--- src/rtl/mips_cp0_if.sv ---
// Pipeline <-> coprocessor-0 access and exception-cause bundle.
// Latency: none; this bundle only groups signals.
// Backpressure: none; all signals are sampled or driven every cycle.
interface mips_cp0_if;
   logic [63:0] rd_data;
   logic [63:0] EPC;
   logic        takenHandler;
   logic [63:0] wr_data;
   logic [4:0]  regnum;
   logic [2:0]  sel;
   logic [63:0] IF_pc;
   logic [63:0] curr_pc;
   logic        MTC0;
   logic        ERET;
   logic [7:0]  interrupt_source;
   logic        overflow;
   logic        reserved_inst;
   logic        break_;
   logic        syscall;

   // Pipeline side: drives accesses and causes, observes read data and redirect.
   modport master (
      output wr_data, regnum, sel, IF_pc, curr_pc, MTC0, ERET,
             interrupt_source, overflow, reserved_inst, break_, syscall,
      input  rd_data, EPC, takenHandler
   );

   // Coprocessor side.
   modport slave (
      input  wr_data, regnum, sel, IF_pc, curr_pc, MTC0, ERET,
             interrupt_source, overflow, reserved_inst, break_, syscall,
      output rd_data, EPC, takenHandler
   );
endinterface

--- src/rtl/mips_cp0.sv ---
// Coprocessor 0: Status/Cause/EPC, MFC0/MTC0, exception and interrupt entry, ERET.
// Latency: reads and takenHandler are combinational; state updates on the next edge.
// Backpressure: none; one access and at most one taken event per cycle.
module mips_cp0 (
   input logic       clock,
   input logic       reset,
   mips_cp0_if.slave cp0
);

   localparam logic [4:0] EXC_INT = 5'd0;
   localparam logic [4:0] EXC_SYS = 5'd8;
   localparam logic [4:0] EXC_BP  = 5'd9;
   localparam logic [4:0] EXC_RI  = 5'd10;
   localparam logic [4:0] EXC_OV  = 5'd12;

   localparam logic [4:0] REG_STATUS = 5'd12;
   localparam logic [4:0] REG_CAUSE  = 5'd13;
   localparam logic [4:0] REG_EPC    = 5'd14;

   logic        ie_q, ie_d;
   logic        exl_q, exl_d;
   logic [7:0]  im_q, im_d;
   logic [4:0]  code_q, code_d;
   logic [63:0] epc_q, epc_d;

   logic        sel0;
   logic        exc;
   logic        irq;
   logic        taken;
   logic [4:0]  win_code;
   logic        wr_status;
   logic        wr_epc;
   logic [63:0] status_val;
   logic [63:0] cause_val;

   assign sel0      = (cp0.sel == 3'd0);
   assign wr_status = cp0.MTC0 & sel0 & (cp0.regnum == REG_STATUS);
   assign wr_epc    = cp0.MTC0 & sel0 & (cp0.regnum == REG_EPC);

   assign exc   = cp0.overflow | cp0.reserved_inst | cp0.break_ | cp0.syscall;
   assign irq   = (|(cp0.interrupt_source & im_q)) & ie_q;
   // EXL blocks nesting, so a taken event lasts exactly one cycle.
   assign taken = ~exl_q & (exc | irq);

   assign status_val = {48'd0, im_q, 6'd0, exl_q, ie_q};
   // IP bits are the live interrupt lines, not a registered copy.
   assign cause_val  = {48'd0, cp0.interrupt_source, 1'b0, code_q, 2'b00};

   // Fixed priority among simultaneous causes; interrupt is lowest.
   always_comb begin
      win_code = EXC_INT;
      if (cp0.reserved_inst)  win_code = EXC_RI;
      else if (cp0.syscall)   win_code = EXC_SYS;
      else if (cp0.break_)    win_code = EXC_BP;
      else if (cp0.overflow)  win_code = EXC_OV;
   end

   // Next-state: a taken event overrides any MTC0/ERET this cycle.
   always_comb begin
      ie_d   = ie_q;
      exl_d  = exl_q;
      im_d   = im_q;
      code_d = code_q;
      epc_d  = epc_q;
      if (taken) begin
         exl_d  = 1'b1;
         code_d = win_code;
         epc_d  = exc ? cp0.curr_pc : cp0.IF_pc;
      end else begin
         if (wr_status) begin
            ie_d  = cp0.wr_data[0];
            exl_d = cp0.wr_data[1];
            im_d  = cp0.wr_data[15:8];
         end
         if (wr_epc) epc_d = cp0.wr_data;
         // ERET wins over a same-cycle Status write for EXL only.
         if (cp0.ERET) exl_d = 1'b0;
      end
   end

   // State registers with asynchronous clear.
   always_ff @(posedge clock or posedge reset) begin
      if (reset) begin
         ie_q   <= 1'b0;
         exl_q  <= 1'b0;
         im_q   <= 8'd0;
         code_q <= 5'd0;
         epc_q  <= 64'd0;
      end else begin
         ie_q   <= ie_d;
         exl_q  <= exl_d;
         im_q   <= im_d;
         code_q <= code_d;
         epc_q  <= epc_d;
      end
   end

   // MFC0 read mux; unimplemented registers and nonzero selects read zero.
   always_comb begin
      cp0.rd_data = 64'd0;
      if (sel0) begin
         case (cp0.regnum)
            REG_STATUS: cp0.rd_data = status_val;
            REG_CAUSE:  cp0.rd_data = cause_val;
            REG_EPC:    cp0.rd_data = epc_q;
            default:    cp0.rd_data = 64'd0;
         endcase
      end
   end

   assign cp0.EPC          = epc_q;
   assign cp0.takenHandler = taken;

endmodule

--- src/flat_wrapper.sv ---
// flat-port wrapper written by rule: the top's interface ports become plain ports
module mips_cp0_flat 
  (clock, reset, cp0_wr_data, cp0_regnum, cp0_sel, cp0_IF_pc, cp0_curr_pc, cp0_MTC0, cp0_ERET, cp0_interrupt_source, cp0_overflow, cp0_reserved_inst, cp0_break_, cp0_syscall, cp0_rd_data, cp0_EPC, cp0_takenHandler);
  mips_cp0_if cp0_i ();
  input logic clock;
  input logic reset;
  input wire logic [$bits(cp0_i.wr_data)-1:0] cp0_wr_data;
  input wire logic [$bits(cp0_i.regnum)-1:0] cp0_regnum;
  input wire logic [$bits(cp0_i.sel)-1:0] cp0_sel;
  input wire logic [$bits(cp0_i.IF_pc)-1:0] cp0_IF_pc;
  input wire logic [$bits(cp0_i.curr_pc)-1:0] cp0_curr_pc;
  input wire logic [$bits(cp0_i.MTC0)-1:0] cp0_MTC0;
  input wire logic [$bits(cp0_i.ERET)-1:0] cp0_ERET;
  input wire logic [$bits(cp0_i.interrupt_source)-1:0] cp0_interrupt_source;
  input wire logic [$bits(cp0_i.overflow)-1:0] cp0_overflow;
  input wire logic [$bits(cp0_i.reserved_inst)-1:0] cp0_reserved_inst;
  input wire logic [$bits(cp0_i.break_)-1:0] cp0_break_;
  input wire logic [$bits(cp0_i.syscall)-1:0] cp0_syscall;
  output wire logic [$bits(cp0_i.rd_data)-1:0] cp0_rd_data;
  output wire logic [$bits(cp0_i.EPC)-1:0] cp0_EPC;
  output wire logic [$bits(cp0_i.takenHandler)-1:0] cp0_takenHandler;
  assign cp0_i.wr_data = cp0_wr_data;
  assign cp0_i.regnum = cp0_regnum;
  assign cp0_i.sel = cp0_sel;
  assign cp0_i.IF_pc = cp0_IF_pc;
  assign cp0_i.curr_pc = cp0_curr_pc;
  assign cp0_i.MTC0 = cp0_MTC0;
  assign cp0_i.ERET = cp0_ERET;
  assign cp0_i.interrupt_source = cp0_interrupt_source;
  assign cp0_i.overflow = cp0_overflow;
  assign cp0_i.reserved_inst = cp0_reserved_inst;
  assign cp0_i.break_ = cp0_break_;
  assign cp0_i.syscall = cp0_syscall;
  assign cp0_rd_data = cp0_i.rd_data;
  assign cp0_EPC = cp0_i.EPC;
  assign cp0_takenHandler = cp0_i.takenHandler;
  mips_cp0 u_core (.clock(clock), .reset(reset), .cp0(cp0_i));
endmodule
--- config.mk ---
export PLATFORM = sky130hd
export DESIGN_NAME = mips_cp0_flat
export DESIGN_NICKNAME = d
export VERILOG_FILES = /design/src/rtl/mips_cp0_if.sv /design/src/rtl/mips_cp0.sv /design/src/flat_wrapper.sv
export SDC_FILE = /design/constraint.sdc
export NUM_CORES = 1
export LEC_CHECK = 0
export CORE_AREA = 2 2 135 137
export DETAILED_ROUTE_END_ITERATION = 8
export DIE_AREA = 0 0 137 139
export HOLD_SLACK_MARGIN = 0.03
export PLACE_DENSITY = 0.67
export SYNTH_ARGS = -nofsm -noshare
export SYNTH_HDL_FRONTEND = slang
export SYNTH_SLANG_ARGS = --single-unit
export TNS_END_PERCENT = 20
--- constraint.sdc ---
create_clock -name clock -period 7.43 [get_ports clock]
set_clock_uncertainty 0.15 [all_clocks]
set_input_delay 1.486 -clock clock [delete_from_list [all_inputs] [get_ports clock]]
set_output_delay 1.486 -clock clock [all_outputs]
set_load 0.02 [all_outputs]
* Word-level counts from Yosys, hierarchy flattened
Cells that the tools add are included.
Cells by class: shifts and indexed selects 0, equality and inequality tests 3, multiplexer cells 12, multiply operators 0, magnitude comparators 0, bitwise operators 12, add/subtract/negate cells 0, reduce and logical (&&, ||, !) cells 5, divide/modulo/power cells 0
Operators by type and width (count):
- 2-to-1 mux 64 bit | 4
- one-hot mux 64 bit (3 select lines) | 1
- == test 5 x 4 -> 1 bit, second input constant | 3
- 2-to-1 mux 5 bit | 3
- AND 8 bit | 1
- OR reduction 8 bit | 1
- AND 1 bit | 5
- 2-to-1 mux 4 bit | 1
- bitwise OR 1 bit | 4
- zero test 3 bit | 1
- 2-to-1 mux 1 bit | 3
- nonzero test 3 bit | 1
- NOT 1 bit | 2
- AND reduction 2 bit | 1
- nonzero test 2 bit | 1
Storage, ports and cells: memory bits (read-only) 0, word-level logic and storage cells 37, register bits 79, memories 0, latch bits 0, RAM bits 0, input bits 216, output and inout bits 129

* Depth between registers and ports, before layout
depth after elaboration 7, gate-level depth with buffers 8, depth with buffers taken out 5

* Least setup slack after synthesis
OpenSTA, ideal clock, no wires.
kind input -> output, start input port cp0_regnum[4], end output port cp0_rd_data[12], required time 5794 ps, buffers on the path 2, path slack 2923 ps, arrival time 2871 ps, stages 6, path through nand3b_1 nor3b_1 clkbuf_1 buf_2 a22oi_1 a21oi_1
Between the ends: word-level cells in the longest chain between the ends 3, elaborated cells between the ends (all ways) 5, those cells by class eq/ne: 3; mux: 2
Ends and longest elaborated chain:
- from (decl) | RTL line flat_wrapper.sv:8 | input wire logic [$bits(cp0_i.regnum)-1:0] cp0_regnum;
- == test 5 x 4 -> 1 bit | RTL line mips_cp0.sv:102 | case (cp0.regnum)
- one-hot mux 64 bit (3 select lines) * | RTL line mips_cp0.sv:102
- 2-to-1 mux 64 bit * | RTL line mips_cp0.sv:101 | if (sel0) begin
- to (decl) | RTL line flat_wrapper.sv:19 | output wire logic [$bits(cp0_i.rd_data)-1:0] cp0_rd_data;
Mark *: on every way between the ends. The rest lies on a longest branch, timed or not.

* Worst setup path in the final report
start input port cp0_regnum[4], end output port cp0_rd_data[10]
Same word-level chain as after synthesis.

==> impl_metrics.csv <==
group,metric,value,unit
flow_run,drv_cap,0,
layout,final_util,50.1,%
layout,drive_gt1_share,5.88,%
yosys,yosysSeqAreaShare,39.8,%
layout,final_nets,977,
sta,tns,0,ns
place,portBuffers,344,
yosys,synthFlopType,"dfrtp_1",
yosys,synth_most_common_cell,"mux2i_1",
floorplan,boundaryPins,345,
worst_setup_path,cp-end-kind,"output port",
layout,ff_latch_area,1950,um^2
floorplan,die_h,139,um
worst_setup_path,cp_common_cell,"clkdlybuf4s50_1",
worst_setup_path,cp_top_family,"simple AND/OR/NAND/NOR gates",
sta,rsz0062_at_grt,"no",
worst_setup_path,path_class,"in2out",
drt,drt_first_pass_iters,4,
cts,cts_buffer_depth,2,
cts,postCtsHoldBufs,0,
sta,tightest_slew,1.25,ns
cts,clkSinkCount,78,
drt,via_per_inst,4.85,
cts,numCtsBuffers,9,
pwr,p_per_area,271,nW/um^2
sta,fin_crit_sh,79.2,%
drt,drc,0,
drt,antenna_left,0,
cts,clk_pin_slew,0.05,ns
layout,antenna_cells,0,
yosys,yosys.area.top_type,"dfrtp_1",
pwr,leakagePower,0.00398,uW
hold_path,hold_path_class,"reg2reg",
worst_setup_path,cp_cell_sequence,"clkdlybuf4s50_1 -> nand3b_1 -> nor3_1 -> a22oi_1 -> a21oi_1 -> clkdlybuf4s50_1",
floorplan,fp.coreArea,17700,um^2
global_routing,antenna_found_initial,0,
floorplan,dieArea,19000,um^2
layout,syn_to_final_growth,80.4,%
cts,htreeDepth,3,
cts,cts_tree,"done",
layout,fill_cells,1537,
yosys,avgSynthCellArea,11.3,um^2
sta,slew_violations,0,
worst_setup_path,cp.required,5.79,ns
cts,root_buffer,"clkbuf_16",
floorplan,dieWidth,137,um
worst_setup_path,cpPeakStageDelay,1.00,ns
yosys,ys_async_sr_fraction,100,%
floorplan,start_util,27.7,%
drt,vias,4819,
worst_setup_path,worst_path_max_delay_cell,"nor3_1",
cts,postCtsSetupBuffers,0,
drt,routedWlPerCell,19.5,um
global_routing,overflow,0,
floorplan,fp-row-count,49,
place,place.gp.congestion,0.791,
yosys,yosys_warnings,0,
yosys,syn_inst,432,
sta,fin_crit,5.88,ns
yosys,synthTopCellsByArea,"dfrtp_1 40%, mux2i_1 39%, and3_1 6.4%",
global_routing,grt_use_total,20.0,%
worst_setup_path,critPathLaunchType,"input pin",
yosys,synth-seq-cells,78,
yosys,synth_common_cells,"193 x mux2i_1, 78 x dfrtp_1, 50 x and3_1",
cts,cts.repair.resized,0,
yosys,ys_types,27,
status,status,"finished clean",
cts,clk_latency,0.33,ns
global_routing,grt_pass1_vias,5218,
sta,slew_headroom,16.3,%
worst_setup_path,arrival,4.25,ns
pwr,ir_drop,0.158,mV
yosys,netlist.area_leader.share,39.8,%
place,place_hpwl,15.2,mm
worst_setup_path,crit_fanout,11,
sta,fmax,0.170,GHz
worst_setup_path,path_buf_inv,2,
yosys,synth-edff-count,0,
global_routing,grt_pass1_wl,29.3,mm
layout,multi_input_area,2790,um^2
drt,drt_iter0_markers,169,
global_routing,grt_max_degree,79,
sta,finalHoldViolCount,0,
yosys,syn_nets,648,
drt,totalWireLength,19.3,mm
sta,setup_viol,0,
yosys,syn_area,4900,um^2
[flip-flops by register name (all words and copies together), names as in the netlist]
register,cells
u_core.im_q,8
u_core.code_q,4
u_core.exl_q,1
u_core.cp0.EPC,64
u_core.ie_q,1
[where the power goes]
part / switching, uW / total [uW] / internal, uW
combinational: 560 / 1180 / 623
clock: 167 / 408 / 241
sequential: 192 / 809 / 616
total: 919 / 2400 / 1480
[cell type report]
| type | instances | area share, % |
|---|---|---|
| Sequential cell | 78 | 22.1 |
| Clock buffer | 11 | 2.86 |
| Inverter | 3 | 0.142 |
| Tap cell | 229 | 3.24 |
| Clock inverter | 4 | 0.255 |
| Timing Repair Buffer | 355 | 39.9 |
| Multi-Input combinational cell | 314 | 31.5 |
[per-stage QoR]
step	cell area [um^2]	power [uW]	hold WS (ns)	setup WS (ns)	cells
floorplan	4900	1360	0.299	2.92	432
global placement	8560	1980	0.319	1.65	979
detailed placement	8560	2010	0.339	1.54	979
CTS	8840	2430	0.353	1.53	994
global route	8840	2530	0.373	1.27	994
finish	8840	2400	0.349	1.55	994
[layout by cell type (no fill, tap or decap), types with 2 or more instances in the layout]
cell / synthesis / final
a21oi_1: 8 / 8
a22oi_1: 16 / 16
and3_1: 50 / 50
buf_4: 1 / 11
clkbuf_16: 0 / 9
clkbuf_8: 0 / 2
clkdlybuf4s50_1: 0 / 344
clkinv_2: 0 / 4
dfrtp_1: 78 / 78
inv_1: 3 / 2
mux2_1: 2 / 2
mux2_2: 9 / 9
mux2i_1: 193 / 193
nand2_1: 10 / 10
nand3b_1: 3 / 3
nor2_1: 6 / 6
nor3_1: 3 / 2
nor3b_1: 3 / 2
[path summary, 6_finish.rpt]
check | startpoint | end | slack (ns) | cells past startpoint
min in group asynchronous | reset | u_core.cp0.EPC[60]$_DFFE_PP0P_ | 1.64 | 3
max in group asynchronous | reset | u_core.cp0.EPC[24]$_DFFE_PP0P_ | 4.83 | 3
setup reg to reg | u_core.im_q[4]$_DFFE_PP0P_ | u_core.code_q[1]$_DFFE_PP0P_ | 4.49 | 7
setup / recovery | cp0_regnum[4] | cp0_rd_data[10] | 1.55 | 6
hold / removal | u_core.code_q[3]$_DFFE_PP0P_ | u_core.code_q[3]$_DFFE_PP0P_ | 0.35 | 2
hold reg to reg | u_core.code_q[3]$_DFFE_PP0P_ | u_core.code_q[3]$_DFFE_PP0P_ | 0.35 | 2
[routing by layer]
| layer | vias up | GRT usage, % | wire length (um) |
|---|---|---|---|
| met5 | - | 0 | 0 |
| met4 | 0 | 6.08 | 393 |
| met1 | 2310 | 23.5 | 7530 |
| li1 | 2261 | - | - |
| met3 | 25 | 4.13 | 1450 |
| met2 | 223 | 36.2 | 9960 |
[kinds of logic (layout without fill, tap and decap cells)]
group                  after synthesis  count (layout)  synth area share, %
AO/OA/AOI/OAI                       32              32                 4.70
multiplexers                       204             204                 42.0
flip-flops                          78              78                 39.8
AND/OR/NAND/NOR                     78              78                 9.53
buffers and inverters               40             373                 3.96
[worst register-to-register path: stages, from the launching register on]
cell	delay (ns)
dfrtp_1	0.37
a22o_1	0.16
a221oi_2	0.05
a311o_2	0.46
o21ai_4	0.08
buf_4	0.43
buf_4	0.70
mux2_1	0.41
(Power assumes the default switching activity.)
